**config.mk**
```make
export PLATFORM = sky130hd
export DESIGN_NAME = fp_round_pipe_flat
export DESIGN_NICKNAME = d
export VERILOG_FILES = /design/src/rtl/fp_round_pipe_if.sv /design/src/rtl/fp_round_pipe.sv /design/src/flat_wrapper.sv
export SDC_FILE = /design/constraint.sdc
export NUM_CORES = 1
export LEC_CHECK = 0
export CORE_MARGIN = 3
export CORE_UTILIZATION = 35
export CTS_CLUSTER_DIAMETER = 60
export DETAILED_ROUTE_END_ITERATION = 7
export MAX_ROUTING_LAYER = met4
export PLACE_DENSITY_LB_ADDON = 0.1
export SYNTH_ARGS = -nofsm -noshare
export SYNTH_HDL_FRONTEND = slang
export SYNTH_SLANG_ARGS = --single-unit
```
**constraint.sdc**
```tcl
create_clock -name clk -period 3.4 [get_ports clk]
set_clock_uncertainty 0.1 [all_clocks]
set_input_delay 0.85 -clock clk [delete_from_list [all_inputs] [get_ports clk]]
set_output_delay 0.85 -clock clk [all_outputs]
set_load 0.01 [all_outputs]
```
**src/rtl/fp_round_pipe_if.sv**
```systemverilog
`default_nettype none
// ============================================================================
//  Module      : fp_round_pipe_if
//  Description : Handshake bundle for fp_round_pipe. The integer source
//                drives the input side; the float packer consumes the
//                output side. "slave" is the converter's view, "master"
//                is the view of the agent that feeds and drains it.
//  Revision    : 1.0  initial release
// ============================================================================
interface fp_round_pipe_if #(
    parameter int IN_W  = 12,
    parameter int EXP_W = 3,
    parameter int SIG_W = 4
) ();

    logic              in_valid;
    logic              in_ready;
    logic [IN_W-1:0]   in_data;
    logic [1:0]        in_mode;

    logic              out_valid;
    logic              out_ready;
    logic              out_sign;
    logic [EXP_W-1:0]  out_exp;
    logic [SIG_W-1:0]  out_sig;
    logic              out_inexact;
    logic              out_sat;

    modport slave (
        input  in_valid, in_data, in_mode, out_ready,
        output in_ready, out_valid, out_sign, out_exp, out_sig,
               out_inexact, out_sat
    );

    modport master (
        output in_valid, in_data, in_mode, out_ready,
        input  in_ready, out_valid, out_sign, out_exp, out_sig,
               out_inexact, out_sat
    );

endinterface
`default_nettype wire

```
**src/rtl/fp_round_pipe.sv**
```systemverilog
`default_nettype none
// ============================================================================
//  Module      : fp_round_pipe
//  Description : Three-stage integer-to-float converter.
//                value = (-1)^sign * sig * 2^exp
//                S1: sign / magnitude, S2: normalise + round/sticky bits,
//                S3: rounding, significand overflow and saturation.
//                Valid/ready on both sides, bubbles collapse.
//                Requires IN_W > SIG_W and SIG_W >= 2.
//  Revision    : 1.0  initial release
// ============================================================================
module fp_round_pipe #(
    parameter int IN_W  = 12,
    parameter int EXP_W = 3,
    parameter int SIG_W = 4
) (
    input  wire logic          clk,
    input  wire logic          rst_n,
    fp_round_pipe_if.slave     bus
);

    // Internal exponent must hold both the largest normalise shift
    // (IN_W - SIG_W, plus one for rounding overflow) and EXP_MAX + 1.
    localparam int XW_A    = $clog2(IN_W + 1) + 1;
    localparam int XW      = (XW_A > EXP_W + 1) ? XW_A : EXP_W + 1;
    localparam int EXP_MAX = (1 << EXP_W) - 1;

    localparam logic [1:0] MODE_TRUNC = 2'd0;
    localparam logic [1:0] MODE_RHU   = 2'd1;
    localparam logic [1:0] MODE_RHE   = 2'd2;

    // ---------------- stage registers ----------------
    logic              r1_valid, r2_valid, r3_valid;
    logic              r1_sign,  r2_sign,  r3_sign;
    logic [IN_W-1:0]   r1_mag;
    logic [1:0]        r1_mode,  r2_mode;
    logic [XW-1:0]     r2_exp;
    logic [SIG_W-1:0]  r2_sig;
    logic              r2_rbit,  r2_sticky;
    logic [EXP_W-1:0]  r3_exp;
    logic [SIG_W-1:0]  r3_sig;
    logic              r3_inexact, r3_sat;

    // ---------------- handshake ----------------
    logic w_ready1, w_ready2, w_ready3;

    assign w_ready3     = !r3_valid || bus.out_ready;
    assign w_ready2     = !r2_valid || w_ready3;
    assign w_ready1     = !r1_valid || w_ready2;
    assign bus.in_ready = w_ready1;

    // ---------------- stage 1: sign / magnitude ----------------
    logic [IN_W-1:0] w_mag1;

    // Two's-complement negate; the most negative input wraps to 2^(IN_W-1),
    // which is exactly its magnitude when read as unsigned.
    assign w_mag1 = bus.in_data[IN_W-1] ? (~bus.in_data + IN_W'(1)) : bus.in_data;

    // Stage 1 register: capture sign, magnitude and the word's rounding mode.
    always_ff @(posedge clk or negedge rst_n) begin
        if (!rst_n) begin
            r1_valid <= 1'b0;
            r1_sign  <= 1'b0;
            r1_mag   <= '0;
            r1_mode  <= MODE_TRUNC;
        end else if (w_ready1) begin
            r1_valid <= bus.in_valid;
            if (bus.in_valid) begin
                r1_sign <= bus.in_data[IN_W-1];
                r1_mag  <= w_mag1;
                r1_mode <= bus.in_mode;
            end
        end
    end

    // ---------------- stage 2: normalise ----------------
    logic [XW-1:0]    w_lead;
    logic [XW-1:0]    w_shamt;
    logic [IN_W-1:0]  w_shifted;
    logic [IN_W-1:0]  w_rsh;
    logic [IN_W-1:0]  w_mask;
    logic [XW-1:0]    w_exp2;
    logic [SIG_W-1:0] w_sig2;
    logic             w_rbit2, w_sticky2;

    // Find the leading one and split the magnitude into kept bits,
    // the round bit just below them and the sticky OR of the remainder.
    always_comb begin
        w_lead    = '0;
        w_shamt   = '0;
        w_shifted = '0;
        w_rsh     = '0;
        w_mask    = '0;
        w_exp2    = '0;
        w_sig2    = r1_mag[SIG_W-1:0];
        w_rbit2   = 1'b0;
        w_sticky2 = 1'b0;
        for (int i = 0; i < IN_W; i++) begin
            if (r1_mag[i]) begin
                w_lead = XW'(i);
            end
        end
        // A zero magnitude leaves w_lead at 0 and takes the small-value path.
        if (w_lead >= XW'(SIG_W)) begin
            w_shamt   = w_lead - XW'(SIG_W) + XW'(1);
            w_exp2    = w_shamt;
            w_shifted = r1_mag >> w_shamt;
            w_sig2    = w_shifted[SIG_W-1:0];
            w_rsh     = r1_mag >> (w_shamt - XW'(1));
            w_rbit2   = w_rsh[0];
            w_mask    = ~({IN_W{1'b1}} << (w_shamt - XW'(1)));
            w_sticky2 = |(r1_mag & w_mask);
        end
    end

    // Stage 2 register: normalised fields plus round/sticky.
    always_ff @(posedge clk or negedge rst_n) begin
        if (!rst_n) begin
            r2_valid  <= 1'b0;
            r2_sign   <= 1'b0;
            r2_mode   <= MODE_TRUNC;
            r2_exp    <= '0;
            r2_sig    <= '0;
            r2_rbit   <= 1'b0;
            r2_sticky <= 1'b0;
        end else if (w_ready2) begin
            r2_valid <= r1_valid;
            if (r1_valid) begin
                r2_sign   <= r1_sign;
                r2_mode   <= r1_mode;
                r2_exp    <= w_exp2;
                r2_sig    <= w_sig2;
                r2_rbit   <= w_rbit2;
                r2_sticky <= w_sticky2;
            end
        end
    end

    // ---------------- stage 3: round and saturate ----------------
    logic             w_inc;
    logic [SIG_W:0]   w_sum;
    logic [XW-1:0]    w_exp3;
    logic [SIG_W-1:0] w_sig3;
    logic             w_sat3;
    logic             w_inexact3;

    // Apply the mode's increment, renormalise on carry-out, clamp at EXP_MAX.
    always_comb begin
        w_inc = 1'b0;
        case (r2_mode)
            MODE_RHU: w_inc = r2_rbit;
            MODE_RHE: w_inc = r2_rbit && (r2_sticky || r2_sig[0]);
            default:  w_inc = 1'b0;
        endcase
        w_sum  = {1'b0, r2_sig} + (SIG_W + 1)'(w_inc);
        w_exp3 = r2_exp;
        w_sig3 = w_sum[SIG_W-1:0];
        if (w_sum[SIG_W]) begin
            w_sig3 = SIG_W'(1) << (SIG_W - 1);
            w_exp3 = r2_exp + XW'(1);
        end
        w_sat3 = (w_exp3 > XW'(EXP_MAX));
        if (w_sat3) begin
            w_exp3 = XW'(EXP_MAX);
            w_sig3 = '1;
        end
        w_inexact3 = r2_rbit || r2_sticky || w_sat3;
    end

    // Stage 3 register: the output word; held while downstream stalls.
    always_ff @(posedge clk or negedge rst_n) begin
        if (!rst_n) begin
            r3_valid   <= 1'b0;
            r3_sign    <= 1'b0;
            r3_exp     <= '0;
            r3_sig     <= '0;
            r3_inexact <= 1'b0;
            r3_sat     <= 1'b0;
        end else if (w_ready3) begin
            r3_valid <= r2_valid;
            if (r2_valid) begin
                r3_sign    <= r2_sign;
                r3_exp     <= w_exp3[EXP_W-1:0];
                r3_sig     <= w_sig3;
                r3_inexact <= w_inexact3;
                r3_sat     <= w_sat3;
            end
        end
    end

    assign bus.out_valid   = r3_valid;
    assign bus.out_sign    = r3_sign;
    assign bus.out_exp     = r3_exp;
    assign bus.out_sig     = r3_sig;
    assign bus.out_inexact = r3_inexact;
    assign bus.out_sat     = r3_sat;

endmodule
`default_nettype wire

```
**src/flat_wrapper.sv**
```systemverilog
// flat-port wrapper written by rule: the top's interface ports become plain ports
module fp_round_pipe_flat 
#(
    parameter int IN_W  = 12,
    parameter int EXP_W = 3,
    parameter int SIG_W = 4
)
  (clk, rst_n, bus_in_valid, bus_in_data, bus_in_mode, bus_out_ready, bus_in_ready, bus_out_valid, bus_out_sign, bus_out_exp, bus_out_sig, bus_out_inexact, bus_out_sat);
  fp_round_pipe_if #(.IN_W(IN_W), .EXP_W(EXP_W), .SIG_W(SIG_W)) bus_i ();
  input  wire logic clk;
  input  wire logic rst_n;
  input wire logic [$bits(bus_i.in_valid)-1:0] bus_in_valid;
  input wire logic [$bits(bus_i.in_data)-1:0] bus_in_data;
  input wire logic [$bits(bus_i.in_mode)-1:0] bus_in_mode;
  input wire logic [$bits(bus_i.out_ready)-1:0] bus_out_ready;
  output wire logic [$bits(bus_i.in_ready)-1:0] bus_in_ready;
  output wire logic [$bits(bus_i.out_valid)-1:0] bus_out_valid;
  output wire logic [$bits(bus_i.out_sign)-1:0] bus_out_sign;
  output wire logic [$bits(bus_i.out_exp)-1:0] bus_out_exp;
  output wire logic [$bits(bus_i.out_sig)-1:0] bus_out_sig;
  output wire logic [$bits(bus_i.out_inexact)-1:0] bus_out_inexact;
  output wire logic [$bits(bus_i.out_sat)-1:0] bus_out_sat;
  assign bus_i.in_valid = bus_in_valid;
  assign bus_i.in_data = bus_in_data;
  assign bus_i.in_mode = bus_in_mode;
  assign bus_i.out_ready = bus_out_ready;
  assign bus_in_ready = bus_i.in_ready;
  assign bus_out_valid = bus_i.out_valid;
  assign bus_out_sign = bus_i.out_sign;
  assign bus_out_exp = bus_i.out_exp;
  assign bus_out_sig = bus_i.out_sig;
  assign bus_out_inexact = bus_i.out_inexact;
  assign bus_out_sat = bus_i.out_sat;
  fp_round_pipe #(.IN_W(IN_W), .EXP_W(EXP_W), .SIG_W(SIG_W)) u_core (.clk(clk), .rst_n(rst_n), .bus(bus_i));
endmodule
```
**Word level (Yosys, flattened, before mapping)**

Index checks and enable logic that the tools add are counted.

- Register bits: 42
- Input port bits: 18
- Output and inout bits: 12
- Logic and storage cells: 68

- $add $sub $neg: 6
- Magnitude comparators: 2
- Equal/unequal tests: 2
- Shifts and indexed selects: 3
- Muxes and demuxes: 21
- Bitwise operators: 3
- Reduce and logical (&&, ||, !) cells: 14

Operators with widths:

| operator | count |
|---|---|
| $mux 4 | 7 |
| $not 12->12 | 2 |
| $mux 3 | 5 |
| $add 12x1->12 const B | 1 |
| $and 12x12->12 | 1 |
| $mux 12 | 1 |
| $reduce_or 12->1 | 1 |
| $shl 12x5->12 const A | 1 |
| $shr 12x5->1 | 1 |
| $shr 12x5->4 | 1 |
| $add 5x1->5 const B | 2 |
| $mux 5 | 2 |
| $logic_or 1x1->1 | 6 |
| $reduce_and 2->1 | 3 |
| $add 4x1->5 | 1 |
| $gt 5x3->1 const B | 1 |
| $sub 4x3->5 const B | 1 |
| $sub 5x1->5 const B | 1 |
| $ge 4x3->1 const B | 1 |
| $mux 2 | 2 |
| $logic_not 1->1 | 3 |
| $mux 1 | 3 |
| $eq 2x1->1 const B | 1 |
| $eq 2x2->1 const B | 1 |
| 2 further kinds | 2 |

**Longest topological paths before layout**

Gate-level depths: netlist (run 1).

- Depth after elaboration: 19
- Depth in mapped cells: 13
- Gate-level depth less buffers: 13

**Worst setup path after synthesis (run 1)**

OpenSTA, ideal clock, no wires.

- Kind: register -> register
- Start point: reg u_core.r1_mag[9]
- End point: reg u_core.r2_sig[3]
- Setup time: 0.141 ns
- Arrival time: 2.795 ns
- Data required time: 3.159 ns
- Slack: 0.365 ns
- Cell stages (with the launch flop): 12
- Buffers on the path: 2
- Period minus slack after synthesis: 3.035 ns
- Cells stage by stage: dfrtp_1 > clkbuf_1 > nor3_1 > and2_1 > a21oi_1 > ha_1 > clkbuf_1 > clkinv_1 > a221oi_1 > a311oi_1 > o311ai_0 > nand3_1

- Cells in the longest elaborated chain, start to end: 7
- Elaborated cells between the ends (all ways): 8
- Classes of those cells: add/sub (2); order compare (1); shift (1); mux (4)

RTL lines:

| what | line | RTL |
|---|---|---|
| start: declaration | fp_round_pipe.sv:35 | `logic [IN_W-1:0] r1_mag;` |
| start signal: assignment | fp_round_pipe.sv:70 | `r1_mag <= w_mag1;` |
| $mux 4 (3 in a row) | fp_round_pipe.sv:99 | `if (r1_mag[i]) begin` |
| $sub 4x3->5 | fp_round_pipe.sv:105 | `w_shamt = w_lead - XW'(SIG_W) + XW'(1);` |
| $add 5x1->5 | fp_round_pipe.sv:105 |  |
| $shr 12x5->4 | fp_round_pipe.sv:107 | `w_shifted = r1_mag >> w_shamt;` |
| $mux 4 (*) | fp_round_pipe.sv:104 | `if (w_lead >= XW'(SIG_W)) begin` |
| end signal: assignment | fp_round_pipe.sv:132 | `r2_sig <= w_sig2;` |
| end: declaration | fp_round_pipe.sv:38 | `logic [SIG_W-1:0] r2_sig;` |

Every way passes the cells marked *; elsewhere a longest branch is shown, timed or not.
A chain may end at the register's enable or synchronous reset.

**Worst setup path after layout (run 1)**

- Start point: reg u_core.r1_mag[11]
- End point: reg u_core.r2_sig[1]

- Cells in the longest elaborated chain, start to end: 5
- Elaborated cells between the ends (all ways): 6
- Classes of those cells: add/sub (2); order compare (1); shift (1); mux (2)

RTL lines:

| what | line |
|---|---|
| $mux 4 | fp_round_pipe.sv:99 |
| $sub 4x3->5 | fp_round_pipe.sv:105 |
| $add 5x1->5 | fp_round_pipe.sv:105 |
| $shr 12x5->4 | fp_round_pipe.sv:107 |
| $mux 4 (*) | fp_round_pipe.sv:104 |

Marked as above.

==> results.json, run 1 <==
{
  "max_stage_delay_ns": 0.56,
  "fin_setup_tns_ns": 0,
  "tightestPinTransition_ns": 0.951,
  "hold_path_class": "register to register",
  "clk_latency_ns": 0.28,
  "drtIter0Drc": 188,
  "crit_chain": "nor3_1, and2_1, a21oi_1, ha_1, nor3_1, nor2_1, a211o_1, a311oi_1, o31ai_1",
  "p_per_area_nw_per_um2": 617,
  "crit_type": "register to register",
  "reg2reg_slack_ns": 0.17,
  "layout.nets": 385,
  "post-place-ws_ns": 0.255,
  "cts_root_buf": "clkbuf_8",
  "synth_most_common_cell": "dfrtp_1",
  "drive_above_1_share": 0.103,
  "critPathLaunch": "u_core.r1_mag[11]",
  "worstReg2RegEnd": "u_core.r2_sig[1]",
  "vdd_drop_max_mv": 0.206,
  "gp_congestion": 0.891,
  "period_minus_slack_ns": 3.23,
  "hold_depth": 2,
  "groute.usage.overall": 0.168,
  "drc": 0,
  "synth_fa_ha_area_frac": 0.0457,
  "outcome": "finished, final reports clean",
  "finalHoldViolCount": 0,
  "rsz0062_at_grt": "false",
  "wirelength_um": 6740,
  "netlist_area_sq_um": 2740,
  "dp_hpwl_um": 5110,
  "wire_per_inst_um": 14.7,
  "power_leakage_nw": 1.40,
  "cap_violations": 0,
  "crit_required_ns": 3.46,
  "whs_endpoint": "u_core.bus.out_sig[2]",
  "grt_pass1_vias": 2423,
  "critPathArrivalTime_ns": 3.30,
  "synth_compound_area_frac": 0.209,
  "die_w_um": 94.4,
  "crit_buf_inv": 0,
  "num_rows": 31,
  "cts_buffers": 5,
  "synth-xor-area-share": 0.0480,
  "post-cts-setup-buffer-count": 0,
  "reg2reg_from": "u_core.r1_mag[11]",
  "setup_viol": 0,
  "avgViaCountPerCell": 5.26,
  "cts_htree_levels": 2,
  "slew_violations": 0,
  "synth_enable_flop_cells": 0,
  "syn2layout_area_growth_pct": 20.4,
  "cts_resized": 0,
  "num_io_pins": 30,
  "cts_tree": "yes",
  "cpMostUsedCell": "nor3_1",
  "antenna_found_initial": 0,
  "ys_warn_count": 0,
  "die_y_um": 94.4,
  "slowest_stage": "nor3_1",
  "netlist.area_leader.share": 0.384,
  "floorplan.die_area_sq_um": 8920,
  "placement.io_buffers": 29,
  "grt_start_max_net_pins": 43,
  "setup_ws_ns": 0.165,
  "num_antenna_cells": 0,
  "synthTopCellsByArea": "dfrtp_1 38%, o21ai_0 7.1%, nand2_1 5.6%",
  "path_clk_slew_ns": 0.08,
  "synthArstFlopShare": 1.00,
  "dr.pass1.iters": 4,
  "cts_buffer_depth": 2,
  "ys_seq_elements": 42,
  "cp-start-kind": "register",
  "crit_path_end_kind": "register",
  "avgSynthCellArea_sq_um": 8.45,
  "yosysSeqAreaShare": 0.384,
  "synth_flop_cell": "dfrtp_1",
  "critPathTopFamily": "simple AND/OR/NAND/NOR gates",
  "post-synth-top-area-cell": "dfrtp_1",
  "synth_top_family_by_area": "compound AO/OA/AOI/OAI gates",
  "fmax_ghz": 0.309,
  "worstPathMaxFanout": 6,
  "grt-ovfl-total": 0,
  "cts_sinks": 42,
  "syn_nets": 352,
  "grt_pass1_wl_um": 11700,
  "routed-via-count": 2402,
  "synth_common_cells": "42 x dfrtp_1, 41 x nand2_1, 39 x o21ai_0",
  "synth.area.mux_share": 0.0562,
  "maxSlewHeadroom": 0.366,
  "reg2reg_depth": 9,
  "timing.final.crit_share": 0.951,
  "synth_simple_gate_area_frac": 0.207,
  "ys_types": 52,
  "hp-start": "u_core.bus.out_sig[2]",
  "ctsHoldBuffers": 0,
  "antenna_left": 0,
  "start_util": 0.370,
  "synthCells": 324,
  "core_area_sq_um": 7410
}
[layout make-up]
| type | count | area [sq um] |
|---|---|---|
| fill | 727 | 4110 |
| multi-input combinational | 248 | 1550 |
| sequential | 42 | 1050 |
| timing repair buffer | 45 | 405 |
| tap | 99 | 124 |
| clock buffer | 5 | 68.8 |
| inverter | 15 | 56.3 |
| clock inverter | 3 | 40.0 |
[where the power goes]
part / switching [mW] / internal, mW / leakage [nW] / total, mW
Combinational: 0.462 / 0.424 / 0.825 / 0.885
Sequential: 0.132 / 0.632 / 0.516 / 0.764
Clock: 0.169 / 0.216 / 0.0579 / 0.385
Total: 0.763 / 1.27 / 1.40 / 2.03
[cells by family after synthesis]
family	Yosys count
simple gates	118
compound gates	92
flops	42
buf+inv	34
xor+xnor	15
mux	13
fa+ha+maj	10
[state kept, by name (all words and copies together), names as in the netlist, 2 cells and up]
name / cells
u_core.r1_mode: 2
u_core.bus.out_sig: 4
u_core.r2_sig: 4
u_core.bus.out_exp: 3
u_core.r1_mag: 12
u_core.r2_mode: 2
u_core.r2_exp: 5
[metal layers]
layer	share of wire	routed length, um	vias to the layer above	track usage
met4	0.0059	40	0	0.0517
li1	-	-	1226	-
met3	0.041	279	2	0.0215
met2	0.49	3290	60	0.283
met5	0	0	-	-
met1	0.46	3120	1114	0.212
[how the worst max path moves through the flow]
stage | end | cells past startpoint | slack (ns)
floorplan | u_core.r2_sig[3] | 11 | 0.36
global placement | u_core.r2_sig[1] | 9 | 0.22
detailed placement | u_core.r2_sig[1] | 9 | 0.25
CTS | u_core.r2_sig[1] | 9 | 0.24
global route | u_core.r2_sig[1] | 9 | 0.02
finish | u_core.r2_sig[1] | 9 | 0.17
[tightest hold or removal path, delay by kind of cell (launching register included)]
| kind | cells | cell delay, ns |
|---|---|---|
| DFF | 1 | 0.35 |
| AOI/OAI and AO/OA | 1 | 0.06 |
| and+or+nand+nor | 1 | 0.04 |
[cells in the final DEF (no fill, tap or decap), types with 3 or more instances in the layout]
cell	instances
a21oi_1	13
nor4_1	4
or4_1	4
nand2_1	41
clkbuf_8	5
o21ai_0	39
mux2_2	9
and2_1	3
nor3_1	9
buf_4	16
nand2b_1	7
o31ai_1	7
inv_1	14
xor2_1	9
nor2_1	25
clkdlybuf4s50_1	28
ha_1	10
a311oi_1	4
mux2i_1	3
o21a_1	3
nand3_1	7
nor2b_1	5
xnor2_1	6
a31oi_1	5
dfrtp_1	42
[stage by stage]
step	cells	area, sq um	hold slack [ns]	utilization	power [mW]
final	457	3300	0.387	0.445	2.03
after global routing	457	3300	0.423	0.445	2.21
after CTS	457	3300	0.393	0.445	2.06
after detailed placement	449	3190	0.374	0.430	1.66
after global placement	449	3190	0.361	0.430	1.66
after floorplan	324	2740	0.364	-	1.31
(Power assumes the default switching activity.)
==> inputs of run 2 (changes only) <==
--- a/config.mk
+++ b/config.mk
@@ -5,7 +5,7 @@
 export SDC_FILE = /design/constraint.sdc
 export NUM_CORES = 1
 export LEC_CHECK = 0
-export CORE_MARGIN = 3
+export CORE_MARGIN = 2
 export CORE_UTILIZATION = 35
 export CTS_CLUSTER_DIAMETER = 60
 export DETAILED_ROUTE_END_ITERATION = 7
==> run 2 against run 1 <==
Net effect:
- highest routed layer unchanged
- maximum frequency is 2.9% higher
- sequential cell count stayed put
- global-route usage hardly changed
- routed wire length is 2.9% lower
- count of clock-buffer cells in the layout is 1 higher
- core utilization is 1.1 points lower
- design area is 0.68% higher
- worst hold slack worse by 0.0049 ns
- total power is 4.0% higher
- non-clock buffer count is 2 lower
- critical endpoint unchanged
- via count is 2.1% higher
- critical path depth is 1 higher
==> results.json, run 2 (synthesized netlist as in run 1, its figures left out) <==
{
  "clk_latency_ns": 0.29,
  "cts_tree": "yes",
  "post-place-ws_ns": 0.356,
  "drive_above_1_share": 0.0983,
  "highest_layer": "met4",
  "rsz0062_at_grt": "false",
  "avgViaCountPerCell": 5.35,
  "syn2layout_area_growth_pct": 21.2,
  "hold_path_class": "register to register",
  "largest_reg_flops": 12,
  "grt_start_max_net_pins": 43,
  "floorplan.die_area_sq_um": 8550,
  "setup_viol": 0,
  "wire_per_inst_um": 14.3,
  "cts_resized": 0,
  "grt_pass1_vias": 2381,
  "cap_violations": 0,
  "routed-via-count": 2452,
  "p_seq_frac": 0.364,
  "num_antenna_cells": 0,
  "num_rows": 32,
  "crit_buf_inv": 1,
  "wl_met1_um": 3070,
  "vdd_drop_max_mv": 0.200,
  "final_common_cell": "dfrtp_1",
  "netSwitchingFraction": 0.356,
  "post-cts-setup-buffer-count": 0,
  "max_stage_delay_ns": 0.52,
  "antenna_left": 0,
  "wirelength_um": 6540,
  "p_switching_mw": 0.753,
  "layout.nets": 383,
  "drtIter0Drc": 176,
  "drc": 0,
  "cts_htree_levels": 2,
  "timing.final.crit_share": 0.924,
  "finalHoldViolCount": 0,
  "core_area_sq_um": 7650,
  "final_util": 0.434,
  "maxSlewHeadroom": 0.382,
  "most-common-layout-cells": "42 x dfrtp_1, 41 x nand2_1, 39 x o21ai_0",
  "dr.pass1.iters": 4,
  "p_per_area_nw_per_um2": 638,
  "critPathArrivalTime_ns": 3.21,
  "start_util": 0.358,
  "cts_root_buf": "clkbuf_8",
  "critPathTopFamily": "simple AND/OR/NAND/NOR gates",
  "fin_setup_tns_ns": 0,
  "dp_hpwl_um": 5090,
  "power_leakage_nw": 1.40,
  "crit_chain": "nor3_1, and2_1, a21oi_1, ha_1, nor3_1, or2_1, buf_4, a311oi_1, a311oi_1, o31ai_1",
  "p_int_mw": 1.36,
  "period_minus_slack_ns": 3.14,
  "cts_buffer_depth": 2,
  "grt_pass1_wl_um": 11400,
  "cp-start-kind": "register",
  "gp_congestion": 0.853,
  "slowest_stage": "dfrtp_1",
  "crit_type": "register to register",
  "crit_required_ns": 3.47,
  "comb_power_share": 0.408,
  "worstPathMaxFanout": 11,
  "reg_top3": "u_core.r1_mag x12, u_core.r2_exp x5",
  "tightestPinTransition_ns": 0.927,
  "die_y_um": 92.4,
  "cts_sinks": 42,
  "wl_met2_um": 3140,
  "top_register": "u_core.r1_mag",
  "die_w_um": 92.4,
  "ctsHoldBuffers": 0,
  "placement.io_buffers": 29,
  "groute.usage.overall": 0.169,
  "crit_path_end_kind": "register",
  "slew_violations": 0,
  "setup_ws_ns": 0.257,
  "num_io_pins": 30,
  "fmax_ghz": 0.318,
  "antenna_found_initial": 0,
  "clockPowerShare": 0.228,
  "dr_wl_met3_um": 203,
  "cts_buffers": 5,
  "grt-ovfl-total": 0,
  "path_clk_slew_ns": 0.08,
  "outcome": "finished, final reports clean"
}
## run 2: changes by cell type in the layout (fill, tap and decap cells not counted)
| cell | before | now |
|---|---|---|
| clkinv_2 | 2 | 0 |
| bufinv_16 | 1 | 2 |
| buf_4 | 16 | 14 |
| clkbuf_8 | 5 | 6 |
## run 2: power groups by stage
stage,sequential (mW),combinational (mW),clock [mW]
after floorplan,0.745,0.565,0
after global placement,0.779,0.866,0
after detailed placement,0.782,0.869,0
after CTS,0.772,0.871,0.498
after global routing,0.792,0.972,0.522
final,0.771,0.864,0.482
## run 2: cell type report
| cell class | instances | area [sq um] |
|---|---|---|
| Tap cell | 102 | 128 |
| Sequential cell | 42 | 1050 |
| Inverter | 15 | 56.3 |
| Fill cell | 786 | 4330 |
| Multi-Input combinational cell | 248 | 1550 |
| Clock buffer | 6 | 82.6 |
| Clock inverter | 2 | 60.1 |
| Timing Repair Buffer | 43 | 390 |
## run 2: path summary, 6_finish.rpt
| check | startpoint | end | slack [ns] | cells past startpoint |
|---|---|---|---|---|
| setup / recovery | u_core.r1_mag[9] | u_core.r2_sig[1] | 0.26 | 10 |
| hold / removal | u_core.bus.out_exp[0] | u_core.bus.out_exp[0] | 0.38 | 2 |
| setup reg to reg | u_core.r1_mag[9] | u_core.r2_sig[1] | 0.26 | 10 |
| hold reg to reg | u_core.bus.out_exp[0] | u_core.bus.out_exp[0] | 0.38 | 2 |
| max in group asynchronous | rst_n | u_core.r2_sig[2] | 2.04 | 1 |
| min in group asynchronous | rst_n | u_core.bus.out_sig[2] | 0.59 | 1 |
## run 2: per-stage QoR
stage / hold slack [ns] / std cells / cell area, sq um / total power [mW]
after detailed placement: 0.370 / 450 / 3180 / 1.65
after global placement: 0.361 / 450 / 3180 / 1.65
after global routing: 0.418 / 458 / 3320 / 2.29
after floorplan: 0.364 / 324 / 2740 / 1.31
after CTS: 0.390 / 458 / 3320 / 2.14
final: 0.382 / 458 / 3320 / 2.12
## run 2: worst register-to-register path: cells and delay by family (launching register included)
family / cells / cell delay, ns
buffers and inverters: 1 / 0.17
AOI/OAI and AO/OA: 4 / 0.57
and+or+nand+nor: 4 / 1.35
adders and majority gates: 1 / 0.31
DFF: 1 / 0.52
## run 2: per-layer routing
layer / track usage / vias to the layer above
met3: 0.0277 / 10
met4: 0.0560 / 0
met5: - / -
met1: 0.213 / 1170
li1: - / 1228
met2: 0.277 / 44
